==> src/rtl/dest_demux_fifo_pkg.sv <==
// Shared constants for the destination demux and its two FIFOs.
package dest_demux_fifo_pkg;
  localparam int BITNUMBER  = 6;
  localparam int DEST_BIT   = 4;
  localparam int FIFO_DEPTH = 4;
  localparam int AF_THRESH  = 3;
  localparam int AE_THRESH  = 1;
  localparam logic DEST_D0  = 1'b0;
  localparam logic DEST_D1  = 1'b1;
endpackage

==> src/rtl/dest_demux_fifo_fifo.sv <==
// Single synchronous FIFO: registered read data/valid, occupancy flags,
// and a one-cycle overflow pulse when a push is dropped.
module dest_fifo
  import dest_demux_fifo_pkg::*;
#(
  parameter int W     = BITNUMBER,
  parameter int DEPTH = FIFO_DEPTH,
  parameter int AF    = AF_THRESH,
  parameter int AE    = AE_THRESH
) (
  input  logic         clk,
  input  logic         reset,
  input  logic         i_push,
  input  logic [W-1:0] i_data,
  input  logic         i_pop,
  output logic [W-1:0] o_data,
  output logic         o_valid,
  output logic         o_empty,
  output logic         o_full,
  output logic         o_almost_full,
  output logic         o_almost_empty,
  output logic         o_overflow
);
  localparam int AW = $clog2(DEPTH);
  localparam int CW = AW + 1;

  logic [W-1:0]  r_mem [DEPTH];
  logic [AW-1:0] r_wptr;
  logic [AW-1:0] r_rptr;
  logic [CW-1:0] r_cnt;
  logic [W-1:0]  r_data;
  logic          r_valid;

  logic w_do_pop;
  logic w_do_push;

  assign o_empty        = (r_cnt == '0);
  assign o_full         = (r_cnt == CW'(DEPTH));
  assign o_almost_full  = (r_cnt >= CW'(AF));
  assign o_almost_empty = (r_cnt <= CW'(AE));

  // A pop on a full FIFO frees the slot the same-cycle push lands in
  assign w_do_pop   = i_pop & ~o_empty;
  assign w_do_push  = i_push & (~o_full | w_do_pop);
  assign o_overflow = i_push & ~w_do_push;

  assign o_data  = r_data;
  assign o_valid = r_valid;

  always_ff @(posedge clk) begin
    if (w_do_push && !reset) begin
      r_mem[r_wptr] <= i_data;
    end
  end

  always_ff @(posedge clk) begin
    if (reset) begin
      r_wptr  <= '0;
      r_rptr  <= '0;
      r_cnt   <= '0;
      r_data  <= '0;
      r_valid <= 1'b0;
    end else begin
      if (w_do_push) begin
        r_wptr <= r_wptr + AW'(1);
      end
      if (w_do_pop) begin
        r_rptr <= r_rptr + AW'(1);
      end
      unique case ({w_do_push, w_do_pop})
        2'b10:   r_cnt <= r_cnt + CW'(1);
        2'b01:   r_cnt <= r_cnt - CW'(1);
        default: r_cnt <= r_cnt;
      endcase
      r_data  <= w_do_pop ? r_mem[r_rptr] : '0;
      r_valid <= w_do_pop;
    end
  end
endmodule

==> src/rtl/dest_demux_fifo.sv <==
// Routes each valid mux word by its destination bit into FIFO D0 or D1;
// tracks a sticky overflow and reports idle.
module dest_demux_fifo
  import dest_demux_fifo_pkg::*;
#(
  parameter int BITNUMBER  = dest_demux_fifo_pkg::BITNUMBER,
  parameter int DEST_BIT   = dest_demux_fifo_pkg::DEST_BIT,
  parameter int FIFO_DEPTH = dest_demux_fifo_pkg::FIFO_DEPTH,
  parameter int AF_THRESH  = dest_demux_fifo_pkg::AF_THRESH,
  parameter int AE_THRESH  = dest_demux_fifo_pkg::AE_THRESH
) (
  input  logic                 clk,
  input  logic                 reset,
  input  logic [BITNUMBER-1:0] data_in,
  input  logic                 valid_in,
  input  logic                 pop_D0,
  input  logic                 pop_D1,
  output logic [BITNUMBER-1:0] data_out_D0,
  output logic [BITNUMBER-1:0] data_out_D1,
  output logic                 valid_out_D0,
  output logic                 valid_out_D1,
  output logic                 empty_D0,
  output logic                 empty_D1,
  output logic                 full_D0,
  output logic                 full_D1,
  output logic                 almost_full_D0,
  output logic                 almost_full_D1,
  output logic                 almost_empty_D0,
  output logic                 almost_empty_D1,
  output logic                 overflow_err,
  output logic                 idle
);
  logic w_push_d0;
  logic w_push_d1;
  logic w_ovf_d0;
  logic w_ovf_d1;
  logic r_overflow_err;

  assign w_push_d0 = valid_in & (data_in[DEST_BIT] == DEST_D0);
  assign w_push_d1 = valid_in & (data_in[DEST_BIT] == DEST_D1);

  dest_fifo #(
    .W(BITNUMBER), .DEPTH(FIFO_DEPTH),
    .AF(AF_THRESH), .AE(AE_THRESH)
  ) u_d0 (
    .clk(clk), .reset(reset),
    .i_push(w_push_d0), .i_data(data_in), .i_pop(pop_D0),
    .o_data(data_out_D0), .o_valid(valid_out_D0),
    .o_empty(empty_D0), .o_full(full_D0),
    .o_almost_full(almost_full_D0),
    .o_almost_empty(almost_empty_D0),
    .o_overflow(w_ovf_d0)
  );

  dest_fifo #(
    .W(BITNUMBER), .DEPTH(FIFO_DEPTH),
    .AF(AF_THRESH), .AE(AE_THRESH)
  ) u_d1 (
    .clk(clk), .reset(reset),
    .i_push(w_push_d1), .i_data(data_in), .i_pop(pop_D1),
    .o_data(data_out_D1), .o_valid(valid_out_D1),
    .o_empty(empty_D1), .o_full(full_D1),
    .o_almost_full(almost_full_D1),
    .o_almost_empty(almost_empty_D1),
    .o_overflow(w_ovf_d1)
  );

  always_ff @(posedge clk) begin
    if (reset) begin
      r_overflow_err <= 1'b0;
    end else if (w_ovf_d0 || w_ovf_d1) begin
      r_overflow_err <= 1'b1;
    end
  end

  assign overflow_err = r_overflow_err;
  assign idle = empty_D0 & empty_D1 & ~valid_in;
endmodule
==> config.mk <==
export PLATFORM = sky130hd
export DESIGN_NAME = dest_demux_fifo
export DESIGN_NICKNAME = d
export VERILOG_FILES = /design/src/rtl/dest_demux_fifo_pkg.sv /design/src/rtl/dest_demux_fifo_fifo.sv /design/src/rtl/dest_demux_fifo.sv
export SDC_FILE = /design/constraint.sdc
export NUM_CORES = 1
export LEC_CHECK = 0
export BUFFER_PORTS_ARGS = -buffer_cell sky130_fd_sc_hd__buf_2
export CAP_MARGIN = 20
export CORE_ASPECT_RATIO = 2
export CORE_UTILIZATION = 45
export CTS_CLUSTER_SIZE = 30
export DETAILED_ROUTE_END_ITERATION = 10
export PLACE_DENSITY = 0.64
export SYNTH_ARGS = -nofsm -noshare
export SYNTH_HDL_FRONTEND = slang
export SYNTH_SLANG_ARGS = --single-unit
==> constraint.sdc <==
create_clock -name clk -period 2 [get_ports clk]
set_input_delay 0.4 -clock clk [delete_from_list [all_inputs] [get_ports clk]]
set_output_delay 0.4 -clock clk [all_outputs]
set_load 0.03 [all_outputs]
==> results of run 1 <==
## worst paths after layout
kind	from	to	slack, ns	depth (start not counted)
worst max register to register	u_d0.r_cnt[0]	u_d0.r_mem[3][1]	0.18	5
worst max-delay path	u_d1.r_cnt[0]	almost_full_D1	0.10	6
worst min register to register	overflow_err	overflow_err	0.47	2
worst min-delay path	data_in[3]	u_d1.r_mem[2][3]	0.37	1
## logic make-up after synthesis
| logic type | count (synthesis) | share of synthesized area [%] |
|---|---|---|
| flops | 77 | 62.3 |
| xor+xnor | 4 | 1.08 |
| simple gates | 61 | 11.0 |
| fa+ha+maj | 20 | 7.71 |
| mux | 16 | 9.64 |
| compound gates | 22 | 4.47 |
| buf+inv | 31 | 3.74 |
## layer usage
metal	wire [um]	track usage, %	share of wire [%]	vias up
met1	2210	18.5	38	903
met4	148	8.89	2.5	0
met3	200	4.88	3.4	10
met5	0	0	0	-
met2	3250	31.5	56	40
li1	-	-	-	928
## synthesized netlist by cell type (2+ instances only)
cell type,number
o32ai_1,2
ha_1,20
inv_1,22
a311oi_1,2
edfxtp_1,48
nor2b_1,12
clkbuf_1,2
a21oi_1,6
o21ai_0,4
a31oi_1,2
nor3_1,2
nand2b_1,7
inv_2,2
xor2_1,4
dfxtp_1,29
and2_1,10
mux4_2,12
or3_1,2
nor2_1,19
a31o_2,2
a211oi_1,2
mux2i_1,2
or3_4,2
buf_2,4
mux2_1,2
## flip-flops by register name, indices dropped and copies added (netlist names)
register and flops:
u_d0.o_data 6, u_d0.r_wptr 2, u_d1.o_data 6, u_d1.r_wptr 2
u_d0.r_rptr 2, overflow_err 1, u_d1.r_cnt 3, u_d0.r_cnt 3
u_d1.r_mem 24, u_d0.o_valid 1, u_d0.r_mem 24, u_d1.r_rptr 2
u_d1.o_valid 1
## layout make-up
class                   count  share of cell area (%)
well taps                  90                    2.86
inverters                  24                    2.29
clock inverters             6                    1.37
multi-input cells         123                    28.5
clock buffers              10                    5.82
flip-flops and latches     77                    51.4
repair buffers             50                    7.76
## power by group through the flow
stage	clock network [mW]	registers (mW)	logic [mW]
after CTS	1.57	1.98	1.61
after global routing	1.63	2.00	1.80
after detailed placement	0	2.01	1.59
after global placement	0	2.00	1.58
after floorplan	0	2.02	1.14
final	1.54	1.97	1.65
## repair_timing
action,CTS,global route
buffers inserted,0,1
gates resized for setup,2,4
endpoints found under the setup margin,1,2
pin swaps,0,0
==> flow_summary.json, run 1 <==
{
  "core_area_sq_mm": 0.00694,
  "fmax_ghz": 0.526,
  "antenna_found_initial": 0,
  "power.switching_mw": 1.69,
  "yosys-top-cells-area": "edfxtp_1, dfxtp_1, mux4_2, ha_1, inv_1",
  "synth_top_area_share_pct": 44.4,
  "p_sw_share_pct": 32.7,
  "multi_input_area_sq_mm": 0.00112,
  "drc": 0,
  "cp_num_buf_inv": 2,
  "routed_wl_um": 5810,
  "slew_headroom_pct": 62.4,
  "die_height_um": 122,
  "clockRootBuffer": "clkbuf_16",
  "grt_overflow": 0,
  "synth_ff_type": "edfxtp_1",
  "seqCellArea_sq_mm": 0.00202,
  "num_rows": 43,
  "vias": 1881,
  "dieWidth_um": 62.0,
  "synthArstFlopShare_pct": 0,
  "clk_latency_ns": 0.33,
  "maxSlewViolCount": 0,
  "slowest_delay_ns": 0.32,
  "finalCriticalPeriod_ns": 1.90,
  "ant_nets": 0,
  "fin_nets": 316,
  "post-place-cells": 363,
  "via_per_inst": 4.95,
  "finalHoldViolCount": 0,
  "crit_slowest_cell": "dfxtp_1",
  "min_period_over_period_pct": 95.0,
  "first_iter_violations": 39,
  "postCtsHoldBufs": 0,
  "start_util_pct": 46.7,
  "crit_fanout": 3,
  "worstPathCellList": "buf_4 > ha_1 > ha_1 > nor2_1 > o21ai_0 > buf_2",
  "cts.sinks": 77,
  "clockPowerShare_pct": 29.8,
  "final_common_cell": "edfxtp_1",
  "dpl_cell_area_sq_mm": 0.00363,
  "p_int_mw": 3.47,
  "pwr-share-comb_pct": 32.0,
  "ys_ff_latch": 77,
  "startpoint_type": "flop",
  "area_delta_synth_final_pct": 21.2,
  "yosysWarnings": 0,
  "cts_tree": "yes",
  "num-fill-cells": 598,
  "finalSetupTns_ns": 0,
  "grt.total_usage_pct": 18.0,
  "criticalPathCategory": "flop to primary output",
  "h-tree-depth": 3,
  "drive_gt1_share_pct": 30.7,
  "crit_path_frequent_cell": "ha_1",
  "critPathTopFamily": "adder cells",
  "place_hpwl_um": 4330,
  "synth_top_area_cell": "edfxtp_1",
  "grt_max_degree": 26,
  "worst_slew_pin_slew_ns": 0.563,
  "drtPass1Iterations": 4,
  "worstSetupEndpointType": "primary output",
  "wl_per_cell_um": 15.3,
  "setup_slack_ns": 0.100,
  "grt_pass1_vias": 1903,
  "stdcell_count": 380,
  "holdWs_ns": 0.369,
  "place.gp.congestion": 0.763,
  "netlist_instances": 231,
  "ios": 35,
  "powerDensity_mw_per_mm2": 1310,
  "n_antenna_cell": 0,
  "syn_area_per_cell_sq_um": 14.0,
  "ys_seq_area_share_pct": 62.3,
  "vdd_ir_drop_max_mv": 1.14,
  "grt_setup_unrepaired": "false",
  "fin_skew_ns": 0.00568,
  "seqPwrFrac_pct": 38.2,
  "finish.utilization_pct": 56.7,
  "dieArea_sq_mm": 0.00757,
  "clk_path_buf_depth": 2,
  "crit_arrival_ns": 1.50,
  "synth_area_sq_mm": 0.00324,
  "outcome": "completed",
  "clkSlewWorstSetupHoldPaths_ns": 0.06,
  "numCtsBuffers": 9,
  "dp_slack_ns": 0.155,
  "synthDistinctLibCells": 35,
  "synth_edf_count": 48,
  "report.power.total_mw": 5.16,
  "min_path_type": "input pin to flop",
  "portBuffers": 34,
  "grt_pass1_wl_um": 9340,
  "leakagePower_nw": 1.57,
  "final_cell_mix": "edfxtp_1, buf_2, dfxtp_1",
  "synth_nets": 262,
  "postLayoutCellArea_sq_mm": 0.00393,
  "final-setup-viol-count": 0,
  "cp_data_required_time_ns": 1.60,
  "drv_cap": 0
}
(Power assumes the default switching activity.)
==> run 2, diff against run 1 <==
==> constraint.sdc (replaced) <==
create_clock -name clk -period 2 [get_ports clk]
set_input_delay 0.4 -clock clk [delete_from_list [all_inputs] [get_ports clk]]
set_output_delay 0.4 -clock clk [all_outputs]
set_load 0.005 [all_outputs]
==> run 2 against run 1 <==
  * Worst hold slack worse by 0.0031 ns
  * Via count grew 1.5%
  * Highest routed layer unchanged
  * Largest power group unchanged
  * Non-clock buffer count fell by 2
  * Total power decreased by 6.9%
==> flow_summary.json, run 2 (same netlist as run 1, synthesis figures left out) <==
{
  "final_common_cell": "edfxtp_1",
  "min_period_over_period_pct": 94.6,
  "numCtsBuffers": 9,
  "startpoint_type": "flop",
  "gr-usage-met1_pct": 18.7,
  "cp_data_required_time_ns": 1.60,
  "core_area_sq_mm": 0.00694,
  "multi_input_area_sq_mm": 0.00110,
  "num-fill-cells": 583,
  "drtPass1Iterations": 4,
  "vdd_ir_drop_max_mv": 0.766,
  "grt.total_usage_pct": 17.9,
  "clk_path_buf_depth": 2,
  "routed_wl_um": 5640,
  "vias": 1909,
  "dieWidth_um": 62.0,
  "fmax_ghz": 0.529,
  "num_rows": 43,
  "area_delta_synth_final_pct": 19.9,
  "portBuffers": 34,
  "clockRootBuffer": "clkbuf_16",
  "drv_cap": 0,
  "clkSlewWorstSetupHoldPaths_ns": 0.06,
  "clk_latency_ns": 0.33,
  "via_per_inst": 5.05,
  "fin_skew_ns": 0.00557,
  "drive_gt1_share_pct": 28.5,
  "final_cell_mix": "edfxtp_1, buf_2, dfxtp_1",
  "ant_nets": 0,
  "worstSetupEndpointType": "primary output",
  "dieArea_sq_mm": 0.00757,
  "grt_max_degree": 26,
  "crit_arrival_ns": 1.49,
  "grt_pass1_vias": 1935,
  "first_iter_violations": 53,
  "met2_usage_pct": 30.3,
  "place_hpwl_um": 4150,
  "start_util_pct": 46.7,
  "grt_pass1_wl_um": 9300,
  "min_path_type": "input pin to flop",
  "worst_slew_pin_slew_ns": 0.540,
  "stdcell_count": 378,
  "criticalPathCategory": "flop to primary output",
  "grt_overflow": 0,
  "fin_nets": 314,
  "seqCellArea_sq_mm": 0.00202,
  "grt_setup_unrepaired": "false",
  "met3_usage_pct": 4.88,
  "n_antenna_cell": 0,
  "slew_headroom_pct": 64.0,
  "outcome": "completed",
  "maxSlewViolCount": 0,
  "finalCriticalPeriod_ns": 1.89,
  "postCtsHoldBufs": 0,
  "crit_fanout": 3,
  "ios": 35,
  "antenna_found_initial": 0,
  "top_usage_layer": "met2",
  "place.gp.congestion": 0.708,
  "finalSetupTns_ns": 0,
  "die_height_um": 122,
  "powerDensity_mw_per_mm2": 1240,
  "cts.sinks": 77,
  "wl_per_cell_um": 14.9,
  "leakagePower_nw": 1.54,
  "h-tree-depth": 3,
  "post-place-cells": 362,
  "drc": 0,
  "cts_tree": "yes",
  "finalHoldViolCount": 0,
  "top_regs": "u_d0.r_mem: 24 flops, u_d1.r_mem: 24 flops",
  "final-setup-viol-count": 0
}
run 2: changes by cell type in the layout (fill, tap and decap cells not counted), sizes merged:
cell	change
clkinvlp	+2
buf	-2
clkinv	-4
clkbuf	+2
run 2: worst max-delay path: stages, from the launching register on:
cell and delay, ns:
dfxtp_1 0.31, inv_1 0.08, ha_1 0.17, or2b_4 0.29
nor3_1 0.17, buf_2 0.14
run 2: cell type report:
class                           count  share of cell area, %
Clock buffer                       12                   6.08
Clock inverter                      4                   1.29
Inverter                           24                   2.32
Multi-Input combinational cell    123                   28.4
Sequential cell                    77                   52.0
Tap cell                           90                   2.89
Timing Repair Buffer               48                   7.08
run 2: layer usage:
layer | vias up | wire (um)
met3 | 14 | 187
met4 | 0 | 195
met1 | 935 | 2100
met5 | - | 0
li1 | 922 | -
met2 | 38 | 3160
run 2: timing repair:
item / in CTS / in global routing
endpoints found under the setup margin: 0 / 1
gates resized for setup: 0 / 1
setup buffers: 0 / 0
run 2: report_power, final:
group	leakage [nW]	internal [mW]	total [mW]	switching [mW]
Clock	0.133	0.964	1.56	0.597
Sequential	0.670	1.83	1.97	0.139
Combinational	0.736	0.654	1.28	0.626
Total	1.54	3.45	4.81	1.36
run 2: worst paths after layout:
kind	from	end	cells after the start	slack (ns)
worst max-delay path	u_d1.r_cnt[1]	idle	5	0.11
worst min-delay path	data_in[3]	u_d1.r_mem[1][3]	1	0.37
worst max register to register	u_d0.r_cnt[0]	u_d0.r_cnt[2]	7	0.18
worst min register to register	overflow_err	overflow_err	2	0.48
run 2: through the flow:
stage | hold slack (ns) | setup slack, ns | area, sq um | total power, mW | util, %
2_1_floorplan | 0.468 | 0.156 | 3240 | 2.82 | -
4_1_cts | 0.362 | 0.0352 | 3890 | 4.86 | 56.0
3_3_place_gp | 0.467 | 0.220 | 3600 | 3.27 | 51.9
6_report | 0.366 | 0.109 | 3890 | 4.81 | 56.0
3_5_place_dp | 0.466 | 0.184 | 3600 | 3.29 | 51.9
5_1_grt | 0.365 | 0.0201 | 3890 | 5.11 | 56.0
